<file path="config.mk">
export PLATFORM = sky130hd
export DESIGN_NAME = mux4way16_rr_arbiter
export DESIGN_NICKNAME = d
export VERILOG_FILES = /design/src/rtl/mux4way16_rr_arbiter_pkg.sv /design/src/rtl/mux4way16_rr_arbiter_mux.sv /design/src/rtl/mux4way16_rr_arbiter.sv
export SDC_FILE = /design/constraint.sdc
export NUM_CORES = 1
export LEC_CHECK = 0
export ABC_AREA = 1
export CORE_MARGIN = 4
export CORE_UTILIZATION = 42
export DETAILED_ROUTE_END_ITERATION = 7
export GPL_TIMING_DRIVEN = 0
export PLACE_DENSITY = 0.82
export SLEW_MARGIN = 40
export SYNTH_ARGS = -nofsm -noshare
export SYNTH_HDL_FRONTEND = slang
export SYNTH_SLANG_ARGS = --single-unit
</file>
<file path="constraint.sdc">
create_clock -name clk -period 2.88 [get_ports clk]
set_input_delay 0.576 -clock clk [delete_from_list [all_inputs] [get_ports clk]]
set_output_delay 0.576 -clock clk [all_outputs]
set_load 0.1 [all_outputs]
</file>
<file path="src/rtl/mux4way16_rr_arbiter_pkg.sv">
`default_nettype none
// +----------------------------------------------------------------------------+
// | Module   : mux4way16_rr_arbiter_pkg                                        |
// | Purpose  : Shared word width, Mux4Way16 select encodings and the rotating   |
// |            priority search used by the four-way round-robin arbiter.       |
// | Contents : WORD_W, SEL_IN1..SEL_IN4, CNT_W, sel_t, rr_pick()                 |
// | Revision : 1.0 - initial release                                           |
// +----------------------------------------------------------------------------+
package mux4way16_rr_arbiter_pkg;

   localparam int WORD_W = 16;
   localparam int CNT_W  = 4;

   typedef logic [1:0] sel_t;

   // Select encodings shared with Mux4Way16: in1 is 2'b00 ... in4 is 2'b11.
   localparam sel_t SEL_IN1 = 2'b00;
   localparam sel_t SEL_IN2 = 2'b01;
   localparam sel_t SEL_IN3 = 2'b10;
   localparam sel_t SEL_IN4 = 2'b11;

   // First set bit of req searched from last+1, wrapping modulo 4.
   // Offsets are walked from farthest to nearest so the nearest hit wins;
   // offset 4 (== last itself) is therefore the lowest priority.
   function automatic sel_t rr_pick(input logic [3:0] req, input sel_t last);
      sel_t pick;
      sel_t idx;
      pick = sel_t'(last + 2'd1);
      for (int k = 4; k >= 1; k--) begin
         idx = sel_t'(last + sel_t'(k));
         if (req[idx]) pick = idx;
      end
      return pick;
   endfunction

endpackage
`default_nettype wire

</file>
<file path="src/rtl/mux4way16_rr_arbiter_mux.sv">
`default_nettype none
// +----------------------------------------------------------------------------+
// | Module   : Mux4Way16                                                       |
// | Purpose  : Four-input, 16-bit word multiplexer.                            |
// | Ports    : in1..in4 [WORD_W] in - candidate words                          |
// |            sel      [2]      in - 00 selects in1 ... 11 selects in4        |
// |            out      [WORD_W] out - selected word                           |
// | Revision : 1.0 - initial release                                           |
// +----------------------------------------------------------------------------+
module Mux4Way16
   import mux4way16_rr_arbiter_pkg::*;
(
   input  logic [WORD_W-1:0] in1,
   input  logic [WORD_W-1:0] in2,
   input  logic [WORD_W-1:0] in3,
   input  logic [WORD_W-1:0] in4,
   input  sel_t              sel,
   output logic [WORD_W-1:0] out
);

   always_comb begin
      out = in1;
      case (sel)
         SEL_IN1: out = in1;
         SEL_IN2: out = in2;
         SEL_IN3: out = in3;
         SEL_IN4: out = in4;
         default: out = in1;
      endcase
   end

endmodule
`default_nettype wire

</file>
<file path="src/rtl/mux4way16_rr_arbiter.sv">
`default_nettype none
// +----------------------------------------------------------------------------+
// | Module   : mux4way16_rr_arbiter                                            |
// | Purpose  : Shares one 16-bit word path among four valid/ready requesters   |
// |            with round-robin arbitration and a BURST-word ownership lock.   |
// |            The granted word goes through Mux4Way16 into a one-entry        |
// |            output register.                                                |
// | Params   : BURST (1..15) - max consecutive words per requester             |
// | Ports    : clk                in  - clock, rising edge                     |
// |            rst_n              in  - async assert, active-low reset         |
// |            req_valid [4]      in  - requester i offers a word              |
// |            req_ready [4]      out - one-hot accept of requester i          |
// |            in1..in4  [16]     in  - words of requesters 0..3               |
// |            out       [16]     out - registered word                        |
// |            out_valid          out - out holds an unconsumed word           |
// |            out_ready          in  - consumer takes out this cycle          |
// |            src       [2]      out - requester that produced out            |
// | Revision : 1.0 - initial release                                           |
// +----------------------------------------------------------------------------+
module mux4way16_rr_arbiter
   import mux4way16_rr_arbiter_pkg::*;
#(
   parameter int BURST = 1
)
(
   input  logic              clk,
   input  logic              rst_n,
   input  logic [3:0]        req_valid,
   output logic [3:0]        req_ready,
   input  logic [WORD_W-1:0] in1,
   input  logic [WORD_W-1:0] in2,
   input  logic [WORD_W-1:0] in3,
   input  logic [WORD_W-1:0] in4,
   output logic [WORD_W-1:0] out,
   output logic              out_valid,
   input  logic              out_ready,
   output sel_t              src
);

   localparam logic [CNT_W-1:0] BURST_LIM = CNT_W'(BURST);

   sel_t             last;
   sel_t             owner;
   logic [CNT_W-1:0] burst_cnt;

   logic             load_en;
   logic             any_valid;
   logic             lock_hold;
   logic             accept;
   sel_t             g;
   logic [WORD_W-1:0] mux_out;
   logic [CNT_W-1:0] cnt_next;

   assign load_en   = !out_valid || out_ready;
   assign any_valid = |req_valid;

   // The owner keeps the path while it still has words and quota left;
   // a dropped req_valid releases it to rotation in the same cycle.
   assign lock_hold = req_valid[owner] && (burst_cnt < BURST_LIM);
   assign g         = lock_hold ? owner : rr_pick(req_valid, last);

   // Gated by rst_n so no requester sees an accept while reset is held.
   assign accept    = rst_n && load_en && any_valid;

   // Saturate at BURST: when the owner is re-granted by rotation (nobody
   // else valid) the count must not wrap and re-arm a stale lock.
   always_comb begin
      cnt_next = CNT_W'(1);
      if (g == owner) begin
         cnt_next = (burst_cnt >= BURST_LIM) ? BURST_LIM : burst_cnt + CNT_W'(1);
      end
   end

   for (genvar i = 0; i < 4; i++) begin : g_ready
      assign req_ready[i] = accept && (g == sel_t'(i));
   end

   Mux4Way16 u_mux (
      .in1 (in1),
      .in2 (in2),
      .in3 (in3),
      .in4 (in4),
      .sel (g),
      .out (mux_out)
   );

   always_ff @(posedge clk or negedge rst_n) begin
      if (!rst_n) begin
         out       <= '0;
         out_valid <= 1'b0;
         src       <= SEL_IN1;
         last      <= SEL_IN4;
         owner     <= SEL_IN1;
         burst_cnt <= '0;
      end else if (accept) begin
         out       <= mux_out;
         src       <= g;
         out_valid <= 1'b1;
         last      <= g;
         owner     <= g;
         burst_cnt <= cnt_next;
      end else if (load_en) begin
         // Register drained (or empty) and nobody asking: go idle, drop lock.
         out_valid <= 1'b0;
         burst_cnt <= '0;
      end
   end

endmodule
`default_nettype wire

</file>
Yosys cells after proc, flatten, opt, wreduce, memory -nomap -nowiden. Cells that the tools add are included.

Bits in registers: 25. Logic and storage cells: 54. Input port bits: 71. Output and inout bits: 23.

Muxes and demuxes: 22. Order comparisons: 7. Eq/ne operators: 4. Add/sub/neg operators: 4. Reductions and logical operators: 12.

Operators by type and width (count): case mux 16 bit (4 select lines) (1); two-way mux 4 bit (4); < comparator 2 x 3 -> 1 bit (second input constant) (5); binary-select mux 1 bit (select 2 bit) (5); two-way mux 2 bit (5); logical AND 1 bit (7); two-way mux 1 bit (7); adder 2 bit (second input constant) (2); adder 4 x 1 -> 4 bit (second input constant) (1); equality test 2 bit (second input constant) (2); >= comparator 4 x 1 -> 1 bit (second input constant) (1); < comparator 4 x 1 -> 1 bit (second input constant) (1); OR reduction 4 bit (1); adder 2 x 1 -> 2 bit (second input constant) (1); equality test 2 x 1 -> 1 bit (second input constant) (1); equality test 2 bit (1); logical NOT 2 bit (1); nonzero test 2 bit (1); logical NOT 1 bit (1); logical OR 1 bit (1).

Depth between registers and ports, before layout.
Word-level depth: 10. Gate-level depth with buffers: 17. Depth with buffers taken out: 16.

Cells and area by module. A second synthesis with hierarchy kept.

Cells, all modules: 280. Area total of the unflattened synthesis: 1914.3 um^2.

By module, submodules not included: mux4way16_rr_arbiter (instances 1, cells an instance 186, area each 1390.1 um^2); Mux4Way16 (instances 1, cells an instance 94, area each 524.3 um^2).

Worst setup path after synthesis. No wires, ideal clock.

Path type: reg-to-output. Start: reg owner[0]. End: out req_ready[2]. Buffers on the path: 1. Slack: -1.189 ns. Arrival: 3.493 ns. Data required time: 2.304 ns. Stages on the path, launching flop included: 13. Path through: dfrtp_1 > inv_1 > nand2_1 > nand3_1 > nand2_1 > nand2_1 > inv_1 > nand2_1 > a21boi_4 > inv_4 > buf_2 > nand2_1 > nor2_1.

Cells in the longest elaborated chain, start to end: 6.

RTL lines: start: declaration (RTL line mux4way16_rr_arbiter.sv:43) `sel_t owner;`; start signal: assignment (RTL line mux4way16_rr_arbiter.sv:100) `owner <= g;`; binary-select mux 1 bit (select 2 bit) (RTL line mux4way16_rr_arbiter.sv:59) `assign lock_hold = req_valid[owner] && (burst_cnt < BURST_LIM);`; two-way mux 1 bit (implied by the code) (RTL line mux4way16_rr_arbiter.sv:59); logical AND 1 bit (RTL line mux4way16_rr_arbiter.sv:59); two-way mux 2 bit (*) (RTL line mux4way16_rr_arbiter.sv:60) `assign g = lock_hold ? owner : rr_pick(req_valid, last);`; equality test 2 bit (*) (RTL line mux4way16_rr_arbiter.sv:75) `assign req_ready[i] = accept && (g == sel_t'(i));`; logical AND 1 bit (*) (RTL line mux4way16_rr_arbiter.sv:75); end: declaration (RTL line mux4way16_rr_arbiter.sv:29) `output logic [3:0] req_ready,`.

Mark *: on every way between the ends. The rest lies on a longest branch, timed or not. The select of a mux whose other input is x is not followed.

Worst setup path after layout.
Start: reg last[0]. End: out req_ready[2].

Cells in the longest elaborated chain, start to end: 9.

RTL lines: start: declaration (RTL line mux4way16_rr_arbiter.sv:42) `sel_t last;`; start signal: assignment (RTL line mux4way16_rr_arbiter.sv:99) `last <= g;`; adder 2 bit / binary-select mux 1 bit (select 2 bit) (equally long branches) (RTL line mux4way16_rr_arbiter_pkg.sv:30, mux4way16_rr_arbiter_pkg.sv:31); binary-select mux 1 bit (select 2 bit) / two-way mux 1 bit (equally long branches) (RTL line mux4way16_rr_arbiter_pkg.sv:31) `if (req[idx]) pick = idx;`; two-way mux 1 bit (implied by the code) / two-way mux 2 bit (equally long branches) (RTL line mux4way16_rr_arbiter_pkg.sv:31); two-way mux 2 bit (2 in series) (RTL line mux4way16_rr_arbiter_pkg.sv:31); two-way mux 2 bit (*) (RTL line mux4way16_rr_arbiter_pkg.sv:31); two-way mux 2 bit (*) (RTL line mux4way16_rr_arbiter.sv:60); equality test 2 bit (*) (RTL line mux4way16_rr_arbiter.sv:75); logical AND 1 bit (*) (RTL line mux4way16_rr_arbiter.sv:75).

Marks and branches as above.

==> results.yml <==
clock_network:
  cts.htree.levels: 1
  clkTransAtPathRegs_ns: 0.10
  clock-sinks: 25
  cts_root_buf: "clkbuf_8"
  clk_latency_ns: 0.27
  cts_max_path_buffers: 2
  cts_tree: "done"
  hold_buffers: 0
  cts_buffers: 3
status:
  status: "finished clean"
timing:
  fin_crit_sh_pct: 97.4
  final_max_slew_viol_count: 0
  finalSetupViolations: 0
  max_freq_mhz: 356
  final.setup.worst_slack_ns: 0.0749
  fin_skew_ns: 0.00494
  setup_tns_ns: 0
  whs_ns: 0.202
  period_needed_ns: 2.81
  timing_hold_violations_final: 0
  worstMarginPinSlew_ns: 0.494
  slew_headroom_pct: 67.1
die:
  ios: 94
  start_util_pct: 44.8
  dieArea_um2: 5980
  row_count: 24
  die_w_um: 77.3
  die_y_um: 77.3
  coreArea_um2: 4500
finish:
  diodes: 0
  ff_latch_area_um2: 634
  layout_commonest_cell: "nand2_1"
  multi_input_area_um2: 1190
  fillers: 363
  layout_common_cells: "124 x nand2_1, 65 x clkdlybuf4s50_1, 47 x nand3_1"
  final_nets: 514
  syn_to_final_growth_pct: 59.9
  drive_above_1_share_pct: 21.6
job:
  maxCapViolCount: 0
critical_path:
  start_kind: "register"
  crit_path_end: "req_ready[2]"
  worstReg2RegEnd: "out[6]"
  slowest_delay_ns: 0.59
  worst-r2r-cell-count: 18
  worstSetupPathType: "reg -> out"
  crit_fanout: 5
  worstPathArrival_ns: 2.23
  worstPathRequired_ns: 2.30
  startpoint: "last[0]"
  regToRegSetupSlack_ns: 0.43
  crit_chain: "buf_6 > xnor2_1 > nand2_1 > nand2_2 > inv_1 > nand2_1 > nand2_2 > nand3_4 > nand2_4 > buf_4 > nor2_4 > buf_12"
  endpoint_kind: "primary output"
  slowest_stage: "dfstp_2"
  r2r_start: "last[0]"
logic_synthesis:
  synth_nets: 404
  synth_seq_area_share_pct: 31.1
  ys.flop_type: "dfrtp_1"
  yosys_register_bits: 25
  async_reset_ff_share_pct: 100
  synth-edff-count: 0
  ys_types: 26
  syn_inst: 330
  synth_area_um2: 2020
  yosysWarnings: 0
  synth.avg_cell_area_um2: 6.11
global_route:
  antenna_found_initial: 0
  grt_pass1_wl_mm: 11.3
  grt_use_total_pct: 23.2
  overflow: 0
  grt_pass1_vias: 2430
  grt_max_degree: 27
routing:
  remaining_drc_errors: 0
  wirelength_mm: 7.15
  drt-wirelength-per-cell_um: 14.6
  vias: 2515
  drt_iter0_markers: 165
  drtAntennaViolNets: 0
  viasPerCell: 5.12
  dr.pass1.iters: 4
hold_path:
  hold_class: "in -> async"
placed_design:
  gp_congestion: 0.896
  dpl.hpwl_mm: 4.90
  dpl_worst_slack_ns: -0.743
  io_buffers: 93
synth_stat cells (2+ instances only):
| library cell | n | area share [%] |
|---|---|---|
| nand4_1 | 3 | 0.93 |
| dfstp_2 | 2 | 2.6 |
| buf_6 | 5 | 2.8 |
| buf_2 | 4 | 0.99 |
| nand2_1 | 134 | 25 |
| buf_4 | 2 | 0.74 |
| clkbuf_1 | 3 | 0.56 |
| ha_1 | 3 | 1.9 |
| inv_1 | 49 | 9.1 |
| o21ai_0 | 7 | 1.7 |
| nand2_2 | 2 | 0.62 |
| nand3_1 | 51 | 13 |
| dfrtp_1 | 23 | 29 |
| o21ai_1 | 20 | 5.0 |
| nor2_1 | 11 | 2.0 |
how the worst min path moves through the flow:
stage / startpoint / endpoint / slack [ns] / cells past startpoint
final: rst_n / owner[0] / 0.20 / 1
after global routing: rst_n / owner[0] / 0.23 / 1
after CTS: rst_n / owner[0] / 0.21 / 1
after detailed placement: out[10] / out[10] / 0.46 / 2
after global placement: out[6] / out[6] / 0.46 / 2
after floorplan: rst_n / burst_cnt[0] / 0.28 / 0
flip-flops by register name, indices dropped and copies added, names as in the netlist:
name       count
out           16
burst_cnt      4
out_valid      1
last           2
owner          2
layer usage:
| layer | global-route usage [%] | share of wire (%) | up-vias |
|---|---|---|---|
| met2 | 39.6 | 48 | 130 |
| met5 | 0 | 0 | - |
| li1 | - | - | 1244 |
| met1 | 28.2 | 39 | 1125 |
| met4 | 7.12 | 2.3 | 0 |
| met3 | 6.91 | 11 | 16 |
cell families after synthesis:
kind of cell	synth area share (%)
simple gates	43.4
buf+inv	14.7
compound gates	8.00
flops	31.1
fa+ha+maj	1.86
xor+xnor	0.869
worst max-delay path: cells and delay by family (launching register included):
| kind | cells | cell delay (ns) |
|---|---|---|
| XOR/XNOR | 1 | 0.14 |
| buffers and inverters | 4 | 0.55 |
| flip-flops | 1 | 0.59 |
| AND/OR/NAND/NOR | 7 | 0.68 |
area by class of cell:
| type | count | share of cell area (%) |
|---|---|---|
| tap | 52 | 2.02 |
| inverter | 51 | 6.21 |
| multi-input combinational | 240 | 37.0 |
| buffer | 9 | 2.52 |
| clock inverter | 1 | 0.233 |
| sequential | 25 | 19.7 |
| clock buffer | 3 | 1.28 |
| timing repair buffer | 110 | 31.0 |
timing repair:
item,in CTS,in global routing
endpoints found under the hold margin,0,0
buffers inserted,10,6
endpoints found under the setup margin,4,4
cloned,0,1
resized for setup,43,12
pin swaps,6,8
metrics by stage:
| stage | util (%) | area [um^2] | cells |
|---|---|---|---|
| 3_3_place_gp | 67.8 | 3050 | 475 |
| 4_1_cts | 70.3 | 3170 | 486 |
| 6_report | 71.6 | 3230 | 491 |
| 2_1_floorplan | - | 2060 | 330 |
| 5_1_grt | 71.6 | 3230 | 491 |
| 3_5_place_dp | 65.1 | 2930 | 475 |
Power is not shown: default switching activity piles up to over one toggle a cycle in this logic, so the estimate is an artifact.
